$ cat config.mk
export PLATFORM = sky130hd
export DESIGN_NAME = multicycle_controller_flat
export DESIGN_NICKNAME = d
export VERILOG_FILES = /design/src/rtl/multicycle_controller_if.sv /design/src/rtl/multicycle_controller.sv /design/src/flat_wrapper.sv
export SDC_FILE = /design/constraint.sdc
export NUM_CORES = 1
export LEC_CHECK = 0
export ABC_AREA = 1
export BUFFER_PORTS_ARGS = -buffer_cell sky130_fd_sc_hd__buf_4
export CAP_MARGIN = 15
export CORE_UTILIZATION = 46
export CTS_CLUSTER_SIZE = 30
export DETAILED_ROUTE_END_ITERATION = 8
export PLACE_DENSITY = 0.78
export SYNTH_ARGS = -nofsm -noshare
export SYNTH_HDL_FRONTEND = slang
export SYNTH_SLANG_ARGS = --single-unit
$ cat constraint.sdc
create_clock -name clk -period 1.5 [get_ports clk]
set_input_delay 0.075 -clock clk [delete_from_list [all_inputs] [get_ports clk]]
set_output_delay 0.075 -clock clk [all_outputs]
set_load 0.05 [all_outputs]
$ cat src/rtl/multicycle_controller_if.sv
`default_nettype none
// ============================================================================
// Module      : multicycle_controller_if
// Description : Control bundle between the multicycle RV32I sequencer and its
//               datapath / memory port.
//   master (controller) inputs : op[6:0], branch_taken, mem_ready
//   master (controller) outputs: mem_req, AdrSrc, MemWrite, IRWrite,
//                                PCWrite, RegWrite, ResultSrc[1:0],
//                                ALUSrcA[1:0], ALUSrcB[1:0], ALUOp[1:0],
//                                ImmSrc[2:0], instr_done, illegal
//   slave (datapath) sees the same signals with directions reversed.
// Revision    : 1.0 - initial release
// ============================================================================
interface multicycle_controller_if;
  // Datapath / memory -> controller
  logic [6:0] op;
  logic       branch_taken;
  logic       mem_ready;

  // Controller -> datapath / memory
  logic       mem_req;
  logic       AdrSrc;
  logic       MemWrite;
  logic       IRWrite;
  logic       PCWrite;
  logic       RegWrite;
  logic [1:0] ResultSrc;
  logic [1:0] ALUSrcA;
  logic [1:0] ALUSrcB;
  logic [1:0] ALUOp;
  logic [2:0] ImmSrc;
  logic       instr_done;
  logic       illegal;

  modport master (
    input  op, branch_taken, mem_ready,
    output mem_req, AdrSrc, MemWrite, IRWrite, PCWrite, RegWrite,
           ResultSrc, ALUSrcA, ALUSrcB, ALUOp, ImmSrc, instr_done, illegal
  );

  modport slave (
    output op, branch_taken, mem_ready,
    input  mem_req, AdrSrc, MemWrite, IRWrite, PCWrite, RegWrite,
           ResultSrc, ALUSrcA, ALUSrcB, ALUOp, ImmSrc, instr_done, illegal
  );
endinterface
`default_nettype wire

$ cat src/rtl/multicycle_controller.sv
`default_nettype none
// ============================================================================
// Module      : multicycle_controller
// Description : Sequencing FSM for a multicycle RV32I datapath. Steps each
//               instruction through fetch / decode / execute / memory /
//               writeback, driving the shared ALU selects, the shared
//               instruction/data memory port and the IR/PC/register-file
//               write enables.
// Ports       :
//   clk   in  : single clock, rising edge
//   rst_n in  : asynchronous active-low reset
//   bus       : multicycle_controller_if.master
//               in : op[6:0], branch_taken, mem_ready
//               out: mem_req, AdrSrc, MemWrite, IRWrite, PCWrite, RegWrite,
//                    ResultSrc[1:0], ALUSrcA[1:0], ALUSrcB[1:0], ALUOp[1:0],
//                    ImmSrc[2:0], instr_done, illegal
// Build option:
//   MC_ILLEGAL_TRAP_EN : when defined, an unknown opcode parks the FSM in a
//                        TRAP state with illegal=1 until reset. When
//                        undefined, an unknown opcode retires as a NOP and
//                        illegal is constant 0.
// Revision    : 1.0 - initial release
// ============================================================================
module multicycle_controller (
  input  wire                            clk,
  input  wire                            rst_n,
  multicycle_controller_if.master        bus
);

  // --------------------------------------------------------------------------
  // Opcode and select encodings
  // --------------------------------------------------------------------------
  localparam logic [6:0] c_OP_LOAD   = 7'b0000011;
  localparam logic [6:0] c_OP_STORE  = 7'b0100011;
  localparam logic [6:0] c_OP_R      = 7'b0110011;
  localparam logic [6:0] c_OP_I      = 7'b0010011;
  localparam logic [6:0] c_OP_BRANCH = 7'b1100011;
  localparam logic [6:0] c_OP_JAL    = 7'b1101111;
  localparam logic [6:0] c_OP_JALR   = 7'b1100111;
  localparam logic [6:0] c_OP_LUI    = 7'b0110111;

  localparam logic [2:0] c_IMM_I = 3'b000;
  localparam logic [2:0] c_IMM_S = 3'b001;
  localparam logic [2:0] c_IMM_B = 3'b010;
  localparam logic [2:0] c_IMM_J = 3'b011;
  localparam logic [2:0] c_IMM_U = 3'b100;

  localparam logic [1:0] c_RES_ALUOUT = 2'b00;
  localparam logic [1:0] c_RES_RDATA  = 2'b01;
  localparam logic [1:0] c_RES_ALU    = 2'b10;
  localparam logic [1:0] c_RES_IMM    = 2'b11;

  localparam logic [1:0] c_A_PC    = 2'b00;
  localparam logic [1:0] c_A_OLDPC = 2'b01;
  localparam logic [1:0] c_A_RS1   = 2'b10;

  localparam logic [1:0] c_B_RS2   = 2'b00;
  localparam logic [1:0] c_B_IMM   = 2'b01;
  localparam logic [1:0] c_B_FOUR  = 2'b10;

  localparam logic [1:0] c_ALU_IFN = 2'b00;
  localparam logic [1:0] c_ALU_BR  = 2'b01;
  localparam logic [1:0] c_ALU_RFN = 2'b10;
  localparam logic [1:0] c_ALU_ADD = 2'b11;

  // --------------------------------------------------------------------------
  // State encoding
  // --------------------------------------------------------------------------
  typedef enum logic [3:0] {
    S_RST      = 4'd0,
    S_FETCH    = 4'd1,
    S_DECODE   = 4'd2,
    S_MEMADR   = 4'd3,
    S_MEMREAD  = 4'd4,
    S_MEMWB    = 4'd5,
    S_MEMWRITE = 4'd6,
    S_EXEC_R   = 4'd7,
    S_EXEC_I   = 4'd8,
    S_ALUWB    = 4'd9,
    S_BRANCH   = 4'd10,
    S_JAL      = 4'd11,
    S_JALR     = 4'd12,
`ifdef MC_ILLEGAL_TRAP_EN
    S_TRAP     = 4'd14,
`endif
    S_LUI      = 4'd13
  } state_t;

  state_t     r_state;
  state_t     w_next;

  logic       w_mem_req;
  logic       w_adr_src;
  logic       w_mem_write;
  logic       w_ir_write;
  logic       w_pc_write;
  logic       w_reg_write;
  logic [1:0] w_result_src;
  logic [1:0] w_alu_src_a;
  logic [1:0] w_alu_src_b;
  logic [1:0] w_alu_op;
  logic [2:0] w_imm_src;
  logic [2:0] w_imm_dec;
  logic       w_instr_done;
  logic       w_illegal;

  // --------------------------------------------------------------------------
  // Immediate format from the opcode. R-type has no immediate, so it shares
  // the I encoding along with loads, JALR, OP-IMM and unknown opcodes.
  // --------------------------------------------------------------------------
  always_comb begin
    w_imm_dec = c_IMM_I;
    case (bus.op)
      c_OP_STORE:  w_imm_dec = c_IMM_S;
      c_OP_BRANCH: w_imm_dec = c_IMM_B;
      c_OP_JAL:    w_imm_dec = c_IMM_J;
      c_OP_LUI:    w_imm_dec = c_IMM_U;
      default:     w_imm_dec = c_IMM_I;
    endcase
  end

  // --------------------------------------------------------------------------
  // State register. Async reset forces RST, whose outputs are all zero, so a
  // pending memory request is withdrawn as soon as rst_n falls.
  // --------------------------------------------------------------------------
  always_ff @(posedge clk or negedge rst_n) begin
    if (!rst_n) begin
      r_state <= S_RST;
    end else begin
      r_state <= w_next;
    end
  end

  // --------------------------------------------------------------------------
  // Next-state and output decode
  // --------------------------------------------------------------------------
  always_comb begin
    w_next       = r_state;
    w_mem_req    = 1'b0;
    w_adr_src    = 1'b0;
    w_mem_write  = 1'b0;
    w_ir_write   = 1'b0;
    w_pc_write   = 1'b0;
    w_reg_write  = 1'b0;
    w_result_src = c_RES_ALUOUT;
    w_alu_src_a  = c_A_PC;
    w_alu_src_b  = c_B_RS2;
    w_alu_op     = c_ALU_IFN;
    w_imm_src    = w_imm_dec;
    w_instr_done = 1'b0;
    w_illegal    = 1'b0;

    case (r_state)
      S_RST: begin
        w_imm_src = c_IMM_I;
        w_next    = S_FETCH;
      end

      // IR and PC load on the same edge the memory returns the instruword;
      // the ALU is already producing PC+4 for the PC write.
      S_FETCH: begin
        w_imm_src    = c_IMM_I;
        w_mem_req    = 1'b1;
        w_adr_src    = 1'b0;
        w_alu_src_a  = c_A_PC;
        w_alu_src_b  = c_B_FOUR;
        w_alu_op     = c_ALU_ADD;
        w_result_src = c_RES_ALU;
        w_ir_write   = bus.mem_ready;
        w_pc_write   = bus.mem_ready;
        if (bus.mem_ready) begin
          w_next = S_DECODE;
        end
      end

      // OldPC + imm lands in ALUOut here, ready for a taken branch or JAL.
      S_DECODE: begin
        w_alu_src_a = c_A_OLDPC;
        w_alu_src_b = c_B_IMM;
        w_alu_op    = c_ALU_ADD;
        case (bus.op)
          c_OP_LOAD,
          c_OP_STORE:  w_next = S_MEMADR;
          c_OP_R:      w_next = S_EXEC_R;
          c_OP_I:      w_next = S_EXEC_I;
          c_OP_BRANCH: w_next = S_BRANCH;
          c_OP_JAL:    w_next = S_JAL;
          c_OP_JALR:   w_next = S_JALR;
          c_OP_LUI:    w_next = S_LUI;
          default: begin
`ifdef MC_ILLEGAL_TRAP_EN
            w_next = S_TRAP;
`else
            // PC has already advanced in FETCH, so retiring here is a NOP.
            w_instr_done = 1'b1;
            w_next       = S_FETCH;
`endif
          end
        endcase
      end

      S_MEMADR: begin
        w_alu_src_a = c_A_RS1;
        w_alu_src_b = c_B_IMM;
        w_alu_op    = c_ALU_ADD;
        w_next      = (bus.op == c_OP_LOAD) ? S_MEMREAD : S_MEMWRITE;
      end

      S_MEMREAD: begin
        w_mem_req = 1'b1;
        w_adr_src = 1'b1;
        if (bus.mem_ready) begin
          w_next = S_MEMWB;
        end
      end

      S_MEMWB: begin
        w_result_src = c_RES_RDATA;
        w_reg_write  = 1'b1;
        w_instr_done = 1'b1;
        w_next       = S_FETCH;
      end

      // A store retires on the edge that completes the write.
      S_MEMWRITE: begin
        w_mem_req    = 1'b1;
        w_adr_src    = 1'b1;
        w_mem_write  = 1'b1;
        w_instr_done = bus.mem_ready;
        if (bus.mem_ready) begin
          w_next = S_FETCH;
        end
      end

      S_EXEC_R: begin
        w_alu_src_a = c_A_RS1;
        w_alu_src_b = c_B_RS2;
        w_alu_op    = c_ALU_RFN;
        w_next      = S_ALUWB;
      end

      S_EXEC_I: begin
        w_alu_src_a = c_A_RS1;
        w_alu_src_b = c_B_IMM;
        w_alu_op    = c_ALU_IFN;
        w_next      = S_ALUWB;
      end

      S_ALUWB: begin
        w_result_src = c_RES_ALUOUT;
        w_reg_write  = 1'b1;
        w_instr_done = 1'b1;
        w_next       = S_FETCH;
      end

      // ALUOut still holds the target from DECODE; the ALU itself is busy
      // with the compare.
      S_BRANCH: begin
        w_alu_src_a  = c_A_RS1;
        w_alu_src_b  = c_B_RS2;
        w_alu_op     = c_ALU_BR;
        w_result_src = c_RES_ALUOUT;
        w_pc_write   = bus.branch_taken;
        w_instr_done = 1'b1;
        w_next       = S_FETCH;
      end

      // PC takes the target from ALUOut while the ALU forms the link value
      // OldPC+4, which ALUWB then writes to rd. Shared by JAL and JALR.
      S_JAL: begin
        w_result_src = c_RES_ALUOUT;
        w_pc_write   = 1'b1;
        w_alu_src_a  = c_A_OLDPC;
        w_alu_src_b  = c_B_FOUR;
        w_alu_op     = c_ALU_ADD;
        w_next       = S_ALUWB;
      end

      // rs1+imm is captured in ALUOut before rd is touched, so rd==rs1 works.
      S_JALR: begin
        w_alu_src_a = c_A_RS1;
        w_alu_src_b = c_B_IMM;
        w_alu_op    = c_ALU_ADD;
        w_next      = S_JAL;
      end

      S_LUI: begin
        w_result_src = c_RES_IMM;
        w_reg_write  = 1'b1;
        w_instr_done = 1'b1;
        w_next       = S_FETCH;
      end

`ifdef MC_ILLEGAL_TRAP_EN
      // Parked until reset; only the flag is visible.
      S_TRAP: begin
        w_imm_src = c_IMM_I;
        w_illegal = 1'b1;
        w_next    = S_TRAP;
      end
`endif

      default: begin
        w_imm_src = c_IMM_I;
        w_next    = S_RST;
      end
    endcase
  end

  // --------------------------------------------------------------------------
  // Output drive
  // --------------------------------------------------------------------------
  assign bus.mem_req    = w_mem_req;
  assign bus.AdrSrc     = w_adr_src;
  assign bus.MemWrite   = w_mem_write;
  assign bus.IRWrite    = w_ir_write;
  assign bus.PCWrite    = w_pc_write;
  assign bus.RegWrite   = w_reg_write;
  assign bus.ResultSrc  = w_result_src;
  assign bus.ALUSrcA    = w_alu_src_a;
  assign bus.ALUSrcB    = w_alu_src_b;
  assign bus.ALUOp      = w_alu_op;
  assign bus.ImmSrc     = w_imm_src;
  assign bus.instr_done = w_instr_done;
  assign bus.illegal    = w_illegal;

endmodule
`default_nettype wire

$ cat src/flat_wrapper.sv
// flat-port wrapper written by rule: the top's interface ports become plain ports
module multicycle_controller_flat 
  (clk, rst_n, bus_op, bus_branch_taken, bus_mem_ready, bus_mem_req, bus_AdrSrc, bus_MemWrite, bus_IRWrite, bus_PCWrite, bus_RegWrite, bus_ResultSrc, bus_ALUSrcA, bus_ALUSrcB, bus_ALUOp, bus_ImmSrc, bus_instr_done, bus_illegal);
  multicycle_controller_if bus_i ();
  input  wire clk;
  input  wire rst_n;
  input wire logic [$bits(bus_i.op)-1:0] bus_op;
  input wire logic [$bits(bus_i.branch_taken)-1:0] bus_branch_taken;
  input wire logic [$bits(bus_i.mem_ready)-1:0] bus_mem_ready;
  output wire logic [$bits(bus_i.mem_req)-1:0] bus_mem_req;
  output wire logic [$bits(bus_i.AdrSrc)-1:0] bus_AdrSrc;
  output wire logic [$bits(bus_i.MemWrite)-1:0] bus_MemWrite;
  output wire logic [$bits(bus_i.IRWrite)-1:0] bus_IRWrite;
  output wire logic [$bits(bus_i.PCWrite)-1:0] bus_PCWrite;
  output wire logic [$bits(bus_i.RegWrite)-1:0] bus_RegWrite;
  output wire logic [$bits(bus_i.ResultSrc)-1:0] bus_ResultSrc;
  output wire logic [$bits(bus_i.ALUSrcA)-1:0] bus_ALUSrcA;
  output wire logic [$bits(bus_i.ALUSrcB)-1:0] bus_ALUSrcB;
  output wire logic [$bits(bus_i.ALUOp)-1:0] bus_ALUOp;
  output wire logic [$bits(bus_i.ImmSrc)-1:0] bus_ImmSrc;
  output wire logic [$bits(bus_i.instr_done)-1:0] bus_instr_done;
  output wire logic [$bits(bus_i.illegal)-1:0] bus_illegal;
  assign bus_i.op = bus_op;
  assign bus_i.branch_taken = bus_branch_taken;
  assign bus_i.mem_ready = bus_mem_ready;
  assign bus_mem_req = bus_i.mem_req;
  assign bus_AdrSrc = bus_i.AdrSrc;
  assign bus_MemWrite = bus_i.MemWrite;
  assign bus_IRWrite = bus_i.IRWrite;
  assign bus_PCWrite = bus_i.PCWrite;
  assign bus_RegWrite = bus_i.RegWrite;
  assign bus_ResultSrc = bus_i.ResultSrc;
  assign bus_ALUSrcA = bus_i.ALUSrcA;
  assign bus_ALUSrcB = bus_i.ALUSrcB;
  assign bus_ALUOp = bus_i.ALUOp;
  assign bus_ImmSrc = bus_i.ImmSrc;
  assign bus_instr_done = bus_i.instr_done;
  assign bus_illegal = bus_i.illegal;
  multicycle_controller u_core (.clk(clk), .rst_n(rst_n), .bus(bus_i));
endmodule
* Word-level counts from Yosys, hierarchy flattened
Cells that the tools add are included.
** Cells by class
- Equal/unequal tests :: 24
- Multiplexer cells :: 20
- Reductions and logical operators :: 16
** Operators by type and width (count)
- $pmux 4 s8 :: 1
- $pmux 4 s7 :: 1
- $eq 4x4->1 const B :: 6
- $eq 7x6->1 const B :: 3
- $eq 7x7->1 const B :: 3
- $eq 4x3->1 const B :: 4
- $reduce_or 5->1 :: 3
- $mux 4 :: 3
- $pmux 2 s3 :: 2
- $pmux 3 s4 :: 1
- $reduce_or 12->1 :: 1
- $reduce_or 3->1 :: 3
- $eq 4x2->1 const B :: 2
- $pmux 2 s2 :: 2
- $reduce_or 2->1 :: 4
- $reduce_or 4->1 :: 2
- $reduce_or 8->1 :: 1
- $eq 7x2->1 const B :: 1
- $eq 7x5->1 const B :: 1
- $mux 1 :: 6
- $ne 2x2->1 const B :: 3
- $pmux 1 s3 :: 2
- $eq 4x1->1 const B :: 1
- $logic_not 4->1 :: 1
- 3 further kinds :: 3
** Storage, ports and cells
- Bits in registers :: 4
- Input bits :: 11
- Output and inout bits :: 19
- Logic and storage cells :: 61

* Longest topological paths before layout
Gate-level depths: netlist (run 1).
- Depth in word-level cells :: 4
- Depth in mapped cells :: 11
- Gate-level depth less buffers :: 11

* Worst setup path before layout (run 1)
OpenSTA, ideal clock, no wires.
- Path type :: register to output
- Start :: register u_core.r_state[0]
- End :: output port bus_instr_done
- Arrival :: 2017 ps
- Required time :: 1425 ps
- Setup slack :: -592 ps
- Stages on the path, launching flop included :: 7
- Buffers on the path :: 0
- Path through :: dfrtp_1 inv_2 nor2_2 inv_2 nor2_1 a211oi_1 o21ai_1
** Between the ends
- Longest elaborated chain between the ends :: 3
- Elaborated cells on any way between the ends :: 8
- Those cells by class :: eq/ne (6); mux (1); reduce/logical (1)
** Ends and longest elaborated chain
- start, declared :: RTL line multicycle_controller.sv:89 : state_t r_state;
- start signal, assigned :: RTL line multicycle_controller.sv:130 : r_state <= w_next;
- $eq 4x3->1 / $eq 4x4->1 (equally long branches) :: RTL line multicycle_controller.sv:153 : case (r_state)
- $reduce_or 4->1 (no line)
- $pmux 1 s3 * :: RTL line multicycle_controller.sv:153
- end, declared :: RTL line flat_wrapper.sv:21 : output wire logic [$bits(bus_i.instr_done)-1:0] bus_instr_done;
Every way passes the cells marked *; elsewhere a longest branch is shown, timed or not.

* Final worst setup path (run 1)
- Start :: register u_core.r_state[1]
- End :: output port bus_instr_done
The elaborated chain is that of the path after synthesis.

==> flow_metrics.py, run 1 <==
metrics = {
    "sta": {
        "hold_viol": 0,
        "rsz0062_at_grt": "yes",
        "post-route-period-util_pct": 110.9,
        "setup_viol": 13,
        "finalSetupTns_ns": -1.274,
        "fmax_ghz": 0.6013,
        "drv_slew": 0,
        "finalCriticalPeriod_ns": 1.663,
        "skew_ns": 0.003323,
        "finalWorstSetupSlack_ns": -0.1630,
    },
    "power": {
        "p_clk_share_pct": 4.9,
        "power.total_uw": 3352,
        "pwr-share-comb_pct": 86.5,
        "switching_power_uw": 2056,
        "vdd_drop_max_mv": 1.680,
        "sw_frac_of_total_pct": 61.35,
        "intPower_uw": 1295,
        "p_per_area_mw_per_mm2": 2742,
        "p_leak_uw": 0.0006406,
        "seqPwrFrac_pct": 8.6,
    },
    "detailed_routing": {
        "drt_iter0_drc": 61,
        "vias": 1116,
        "wl_per_cell_um": 16.44,
        "drt-vias-per-instance": 6.000,
        "drc": 0,
        "drt_wl_total_um": 3057,
        "first_pass_iters": 5,
        "ant_nets": 0,
    },
    "placement": {
        "portBuffers": 28,
        "gp_congestion": 0.8525,
        "dpl_cell_area_sq_um": 985.9,
        "dp_hpwl_um": 1677,
        "placed_cells": 175,
    },
    "synth": {
        "synth_top_area_share_pct": 20.99,
        "synth_area_sq_um": 679.4,
        "yosys.area.top_type": "nand2_1",
        "synth-edff-count": 0,
        "postSynthNetCount": 139,
        "ys_seq_area_share_pct": 14.73,
        "ys_ff_latch": 4,
        "synth-async-reset-ratio_pct": 100.0,
        "postSynthCellCount": 128,
        "synthFlopType": "dfrtp_1",
        "yosysMostFrequentCell": "nand2_1",
        "synth_commonest_cells": "38 x nand2_1, 19 x nor2_1, 14 x nand3_1",
        "synthTopCellsByArea": "nand2_1 21%, dfrtp_1 15%, nor2_1 10%",
        "synth_cell_types": 19,
        "syn_avg_cell_area_sq_um": 5.308,
        "yosys_warnings": 0,
    },
    "final_layout": {
        "fin_cells": 186,
        "nFillCells": 56,
        "top_regs": "u_core.r_state: 4 flops",
        "top_register": "u_core.r_state",
        "seqCellArea_sq_um": 105.1,
        "antenna_cells": 0,
        "areaGrowthSynthToFinish_pct": 79.93,
        "final_nets": 184,
        "drive_above_1_share_pct": 52.05,
        "largest_reg_flops": 4,
        "finalInstanceArea_sq_mm": 0.001222,
        "multi_input_area_sq_um": 601.8,
    },
    "global_routing": {
        "grt_pass1_wl_um": 3353,
        "track_usage_pct": 30.87,
        "antenna_found_initial": 0,
        "grt_max_degree": 8,
        "grt_pass1_vias": 872,
        "overflow": 0,
    },
    "setup_path": {
        "path_cells": "inv_4, nor2_4, buf_12, nand2_4, inv_2, a211oi_2, o21ai_2, buf_6",
        "crit_required_ns": 1.42,
        "crit_path_top_delay_cell": "dfrtp_2",
        "criticalPathCategory": "reg -> out",
        "cp-end-kind": "output pin",
        "start_kind": "register",
        "max_stage_delay_ns": 0.48,
        "cp.buffers_inverters": 4,
        "cp_max_fo": 5,
        "crit_family": "flip-flops",
        "crit_arrival_ns": 1.59,
    },
    "floorplanning": {
        "initial_core_util_pct": 50.94,
        "boundaryPins": 30,
        "core_area_sq_mm": 0.001334,
        "rows": 13,
        "die_x_um": 40.43,
        "dieArea_sq_mm": 0.001635,
        "die_y_um": 40.43,
    },
    "clock_network": {
        "cts_tree": "done",
        "clockBufferDepth": 2,
        "clk_pin_slew_worst_paths_ns": 0.05,
        "cts_buffers": 3,
        "insertion_delay_ns": 0.26,
        "root_buffer": "clkbuf_4",
        "clock-sinks": 4,
        "cts.htree.levels": 1,
    },
    "min_path": {
        "min_path_type": "in -> reg",
    },
    "run_status": {
        "violations": "negative setup slack",
        "status": "complete, but fails checks",
    },
    "job": {
        "maxCapViolCount": 0,
    },
}
## metal layers
metal | track usage (%) | up-vias | wire length (um)
met3 | 10.56 | 28 | 344
met4 | 13.33 | 0 | 149
met2 | 53.17 | 99 | 1548
li1 | - | 491 | -
met1 | 33.77 | 498 | 1014
met5 | 0 | - | 0
## area by class of cell
cell class                      count  share of cell area, %
Clock buffer                        3                  1.842
Inverter                           21                  6.858
Multi-Input combinational cell    102                  49.23
Sequential cell                     4                  8.598
Tap cell                           15                  1.535
Timing Repair Buffer               41                  31.93
## kinds of logic (layout without fill, tap and decap cells)
logic type,count (synthesis),count (layout),share of synthesized area [%]
other,1,1,0.5520
AOI/OAI and AO/OA,16,16,13.08
and+or+nand+nor,85,85,58.93
DFF,4,4,14.73
buffers and inverters,22,65,12.71
## stage by stage
step / setup WS, ns / utilization [%] / hold WS (ns)
after floorplan: -0.07553 / - / -0.2206
after global placement: -0.002963 / 73.92 / -0.1286
after detailed placement: -0.02165 / 73.92 / -0.1276
after CTS: -0.06378 / 84.05 / 0.03965
after global routing: -0.2443 / 91.65 / 0.02944
final: -0.1630 / 91.65 / 0.01158
## power groups by stage
stage	clock network [uW]	logic [uW]	registers, uW
after global placement	0	2170	250
after CTS	148	2470	262
final	164	2900	288
after detailed placement	0	2190	254
after floorplan	0	1600	241
after global routing	175	3030	293
## final timing paths
check,cells after the start,from,slack (ns),to
hold reg to reg,3,u_core.r_state[1],0.71,u_core.r_state[0]
max in group asynchronous,2,rst_n,1.21,u_core.r_state[3]
setup / recovery,8,u_core.r_state[1],-0.16,bus_instr_done
min in group asynchronous,2,rst_n,0.17,u_core.r_state[1]
hold / removal,2,bus_mem_ready,0.01,u_core.r_state[1]
setup reg to reg,12,u_core.r_state[1],-0.11,u_core.r_state[0]
## layout by cell type (no fill, tap or decap)
| master | netlist | final |
|---|---|---|
| buf_4 | 1 | 24 |
| buf_12 | 0 | 1 |
| nand3_4 | 0 | 1 |
| o21ai_4 | 0 | 1 |
| clkbuf_4 | 0 | 3 |
| dlygate4sd3_1 | 0 | 1 |
| buf_8 | 0 | 3 |
| nor2_1 | 19 | 13 |
| nor2_2 | 6 | 5 |
| nand3_2 | 1 | 1 |
| o211ai_1 | 1 | 1 |
| nand4_1 | 2 | 2 |
| conb_1 | 1 | 1 |
| inv_4 | 0 | 2 |
| dfrtp_2 | 0 | 4 |
| buf_6 | 0 | 12 |
| inv_1 | 12 | 9 |
| o21ai_2 | 1 | 3 |
| o21ai_1 | 5 | 4 |
| a21oi_2 | 0 | 2 |
| nand2_4 | 3 | 4 |
| a211oi_2 | 0 | 1 |
| nor2_4 | 2 | 9 |
| nand2_1 | 38 | 34 |
| nand2_2 | 0 | 3 |
| a21oi_1 | 6 | 4 |
| nand3_1 | 14 | 13 |
| inv_2 | 9 | 10 |
## repair_timing
| action | in CTS | in global routing |
|---|---|---|
| pin swaps | 4 | 7 |
| gates resized for setup | 26 | 17 |
| endpoints found under the hold margin | 4 | 0 |
| endpoints found under the setup margin | 13 | 13 |
| hold buffers | 1 | 0 |
| setup buffers | 3 | 4 |
Power figures use the tool's default switching activity.
==> inputs of run 2 (changes only) <==
--- a/config.mk
+++ b/config.mk
@@ -5,13 +5,13 @@
 export SDC_FILE = /design/constraint.sdc
 export NUM_CORES = 1
 export LEC_CHECK = 0
-export ABC_AREA = 1
+export ABC_AREA = 0
 export BUFFER_PORTS_ARGS = -buffer_cell sky130_fd_sc_hd__buf_4
 export CAP_MARGIN = 15
-export CORE_UTILIZATION = 46
+export CORE_UTILIZATION = 49
 export CTS_CLUSTER_SIZE = 30
 export DETAILED_ROUTE_END_ITERATION = 8
-export PLACE_DENSITY = 0.78
+export PLACE_DENSITY = 0.79
 export SYNTH_ARGS = -nofsm -noshare
 export SYNTH_HDL_FRONTEND = slang
 export SYNTH_SLANG_ARGS = --single-unit
==> flow_metrics.py, run 2 <==
metrics = {
    "synth": {
        "postSynthNetCount": 130,
        "synth-edff-count": 0,
        "synth_commonest_cells": "12 x nand2_1, 12 x nor2_1, 8 x a21oi_1",
        "postSynthCellCount": 119,
        "ys_seq_area_share_pct": 11.94,
        "synth_top_area_share_pct": 11.94,
        "yosys_warnings": 0,
        "yosys.area.top_type": "dfrtp_1",
        "syn_avg_cell_area_sq_um": 7.045,
        "synthFlopType": "dfrtp_1",
        "ys_ff_latch": 4,
        "synth_area_sq_um": 838.3,
        "synth-async-reset-ratio_pct": 100.0,
        "synthTopCellsByArea": "dfrtp_1 12%, nand2_1 5.4%, nor2_1 5.4%",
        "synth_cell_types": 46,
    },
    "floorplanning": {
        "die_y_um": 43.36,
        "dieArea_sq_mm": 0.001880,
        "core_area_sq_mm": 0.001559,
        "initial_core_util_pct": 53.77,
        "boundaryPins": 30,
        "die_x_um": 43.36,
        "rows": 14,
    },
    "global_routing": {
        "overflow": 0,
        "antenna_found_initial": 0,
        "grt_pass1_wl_um": 5023,
        "grt_pass1_vias": 1082,
        "track_usage_pct": 36.41,
        "grt_max_degree": 14,
    },
    "final_layout": {
        "layout_commonest_cell": "buf_4",
        "nFillCells": 34,
        "drive_above_1_share_pct": 58.02,
        "multi_input_area_sq_um": 843.3,
        "largest_reg_flops": 4,
        "fin_cells": 178,
        "final_util_pct": 96.39,
        "top_register": "u_core.r_state",
        "mostFrequentLayoutCells": "29 x buf_4, 18 x buf_6, 8 x nor2_1",
        "seqCellArea_sq_um": 105.1,
        "antenna_cells": 0,
        "final_nets": 175,
        "finalInstanceArea_sq_mm": 0.001503,
        "top_regs": "u_core.r_state: 4 flops",
        "areaGrowthSynthToFinish_pct": 79.25,
    },
    "detailed_routing": {
        "drt_iter0_drc": 128,
        "vias": 1317,
        "drt_wl_total_um": 4359,
        "wl_per_cell_um": 24.49,
        "ant_nets": 0,
        "drt-vias-per-instance": 7.399,
        "drc": 6,
        "first_pass_iters": 7,
    },
    "sta": {
        "post-route-period-util_pct": 108.3,
        "finalSetupTns_ns": -0.7156,
        "rsz0062_at_grt": "yes",
        "setup_viol": 15,
        "finalWorstSetupSlack_ns": -0.1241,
        "drv_slew": 0,
        "fmax_ghz": 0.6157,
        "skew_ns": 0.004143,
        "finalCriticalPeriod_ns": 1.624,
        "hold_viol": 0,
    },
    "placement": {
        "dp_slack_ns": -0.01437,
        "dpl_cell_area_sq_mm": 0.001121,
        "portBuffers": 28,
        "dp_hpwl_um": 1801,
        "gp_congestion": 0.9080,
        "placed_cells": 160,
    },
    "power": {
        "vdd_drop_max_mv": 1.967,
        "p_per_area_mw_per_mm2": 2473,
        "p_leak_uw": 0.0006184,
    },
    "job": {
        "maxCapViolCount": 0,
    },
    "setup_path": {
        "start_kind": "register",
        "path_cells": "buf_6, nor3_4, nand2b_1, o211ai_1, buf_4",
        "cp_max_fo": 7,
        "criticalPathCategory": "reg -> out",
        "max_stage_delay_ns": 0.45,
        "crit_required_ns": 1.42,
        "crit_path_top_delay_cell": "dfrtp_2",
        "crit_arrival_ns": 1.55,
        "r2r_setup_slack_ns": -0.02,
        "cp-end-kind": "output pin",
    },
    "clock_network": {
        "clk_pin_slew_worst_paths_ns": 0.04,
        "cts_tree": "done",
        "cts.htree.levels": 1,
        "insertion_delay_ns": 0.23,
        "clockBufferDepth": 2,
        "cts_buffers": 3,
        "root_buffer": "clkbuf_4",
        "clock-sinks": 4,
    },
    "min_path": {
        "min_path_type": "in -> async",
    },
    "run_status": {
        "violations": "design-rule violations, negative setup slack",
        "status": "complete, but fails checks",
    },
}
run 2: cell types whose count changed after synthesis, sizes merged, moves of 4 or more:
cell	before	now
nand3	15	4
nand2	41	12
buf	1	12
inv	21	1
nor3	0	7
nand3b	0	4
nand2b	0	7
nor2b	0	5
nor2	27	12
run 2: power breakdown:
part | total, uW | switching [uW] | internal, uW
Sequential | 254 | 90.8 | 164
Combinational | 3320 | 1980 | 1350
Clock | 139 | 49.2 | 89.9
Total | 3720 | 2120 | 1600
run 2: routing by layer:
metal / part of all wire (%) / wire length [um] / GRT usage [%]
met5: 0 / 0 / 0
met4: 8.9 / 389 / 22.50
met3: 12 / 523 / 5.833
met2: 45 / 1966 / 60.61
met1: 34 / 1479 / 43.86
run 2: worst max-delay path: cells and delay by family (launching register included):
family                 cells  cell delay, ns
flip-flops                 1            0.45
buffers and inverters      2            0.39
AND/OR/NAND/NOR            2            0.30
AO/OA/AOI/OAI              1            0.17
run 2: cells by family (layout without fill, tap and decap cells):
group / Yosys count / count (layout) / synth area share [%]
DFF: 4 / 4 / 11.94
and+or+nand+nor: 66 / 66 / 47.91
other: 1 / 1 / 0.4473
AOI/OAI and AO/OA: 33 / 33 / 28.06
buffers and inverters: 14 / 57 / 10.45
muxes: 1 / 1 / 1.194
run 2: stage by stage:
stage | total power, uW | hold WS (ns)
6_report | 3717 | 0.2568
5_1_grt | 3795 | 0.2598
4_1_cts | 3091 | 0.1645
3_5_place_dp | 2528 | -0.1269
3_3_place_gp | 2483 | -0.1293
2_1_floorplan | 1906 | -0.2206
run 2: timing repair:
| action | CTS | global route |
|---|---|---|
| pin swaps | 4 | 5 |
| hold buffers | 1 | 0 |
| cloned | 0 | 1 |
| endpoints found under the setup margin | 16 | 16 |
| resized for setup | 31 | 27 |
| endpoints found under the hold margin | 4 | 0 |
| buffers inserted | 9 | 4 |
run 2: cell type report:
| cell class | count | share of cell area, % |
|---|---|---|
| Clock buffer | 3 | 1.499 |
| Inverter | 1 | 0.4996 |
| Multi-Input combinational cell | 101 | 56.12 |
| Sequential cell | 4 | 6.994 |
| Tap cell | 16 | 1.332 |
| Timing Repair Buffer | 53 | 33.56 |
run 2: path summary, 6_finish.rpt:
path                                         from                 to  cells after the start
worst min register to register  u_core.r_state[3]  u_core.r_state[2]                      3
min in group clk                    bus_mem_ready  u_core.r_state[2]                      4
worst max-delay path            u_core.r_state[2]     bus_instr_done                      5
max in group asynchronous                   rst_n  u_core.r_state[2]                      2
worst max register to register  u_core.r_state[0]  u_core.r_state[1]                      6
worst min-delay path                        rst_n  u_core.r_state[0]                      2
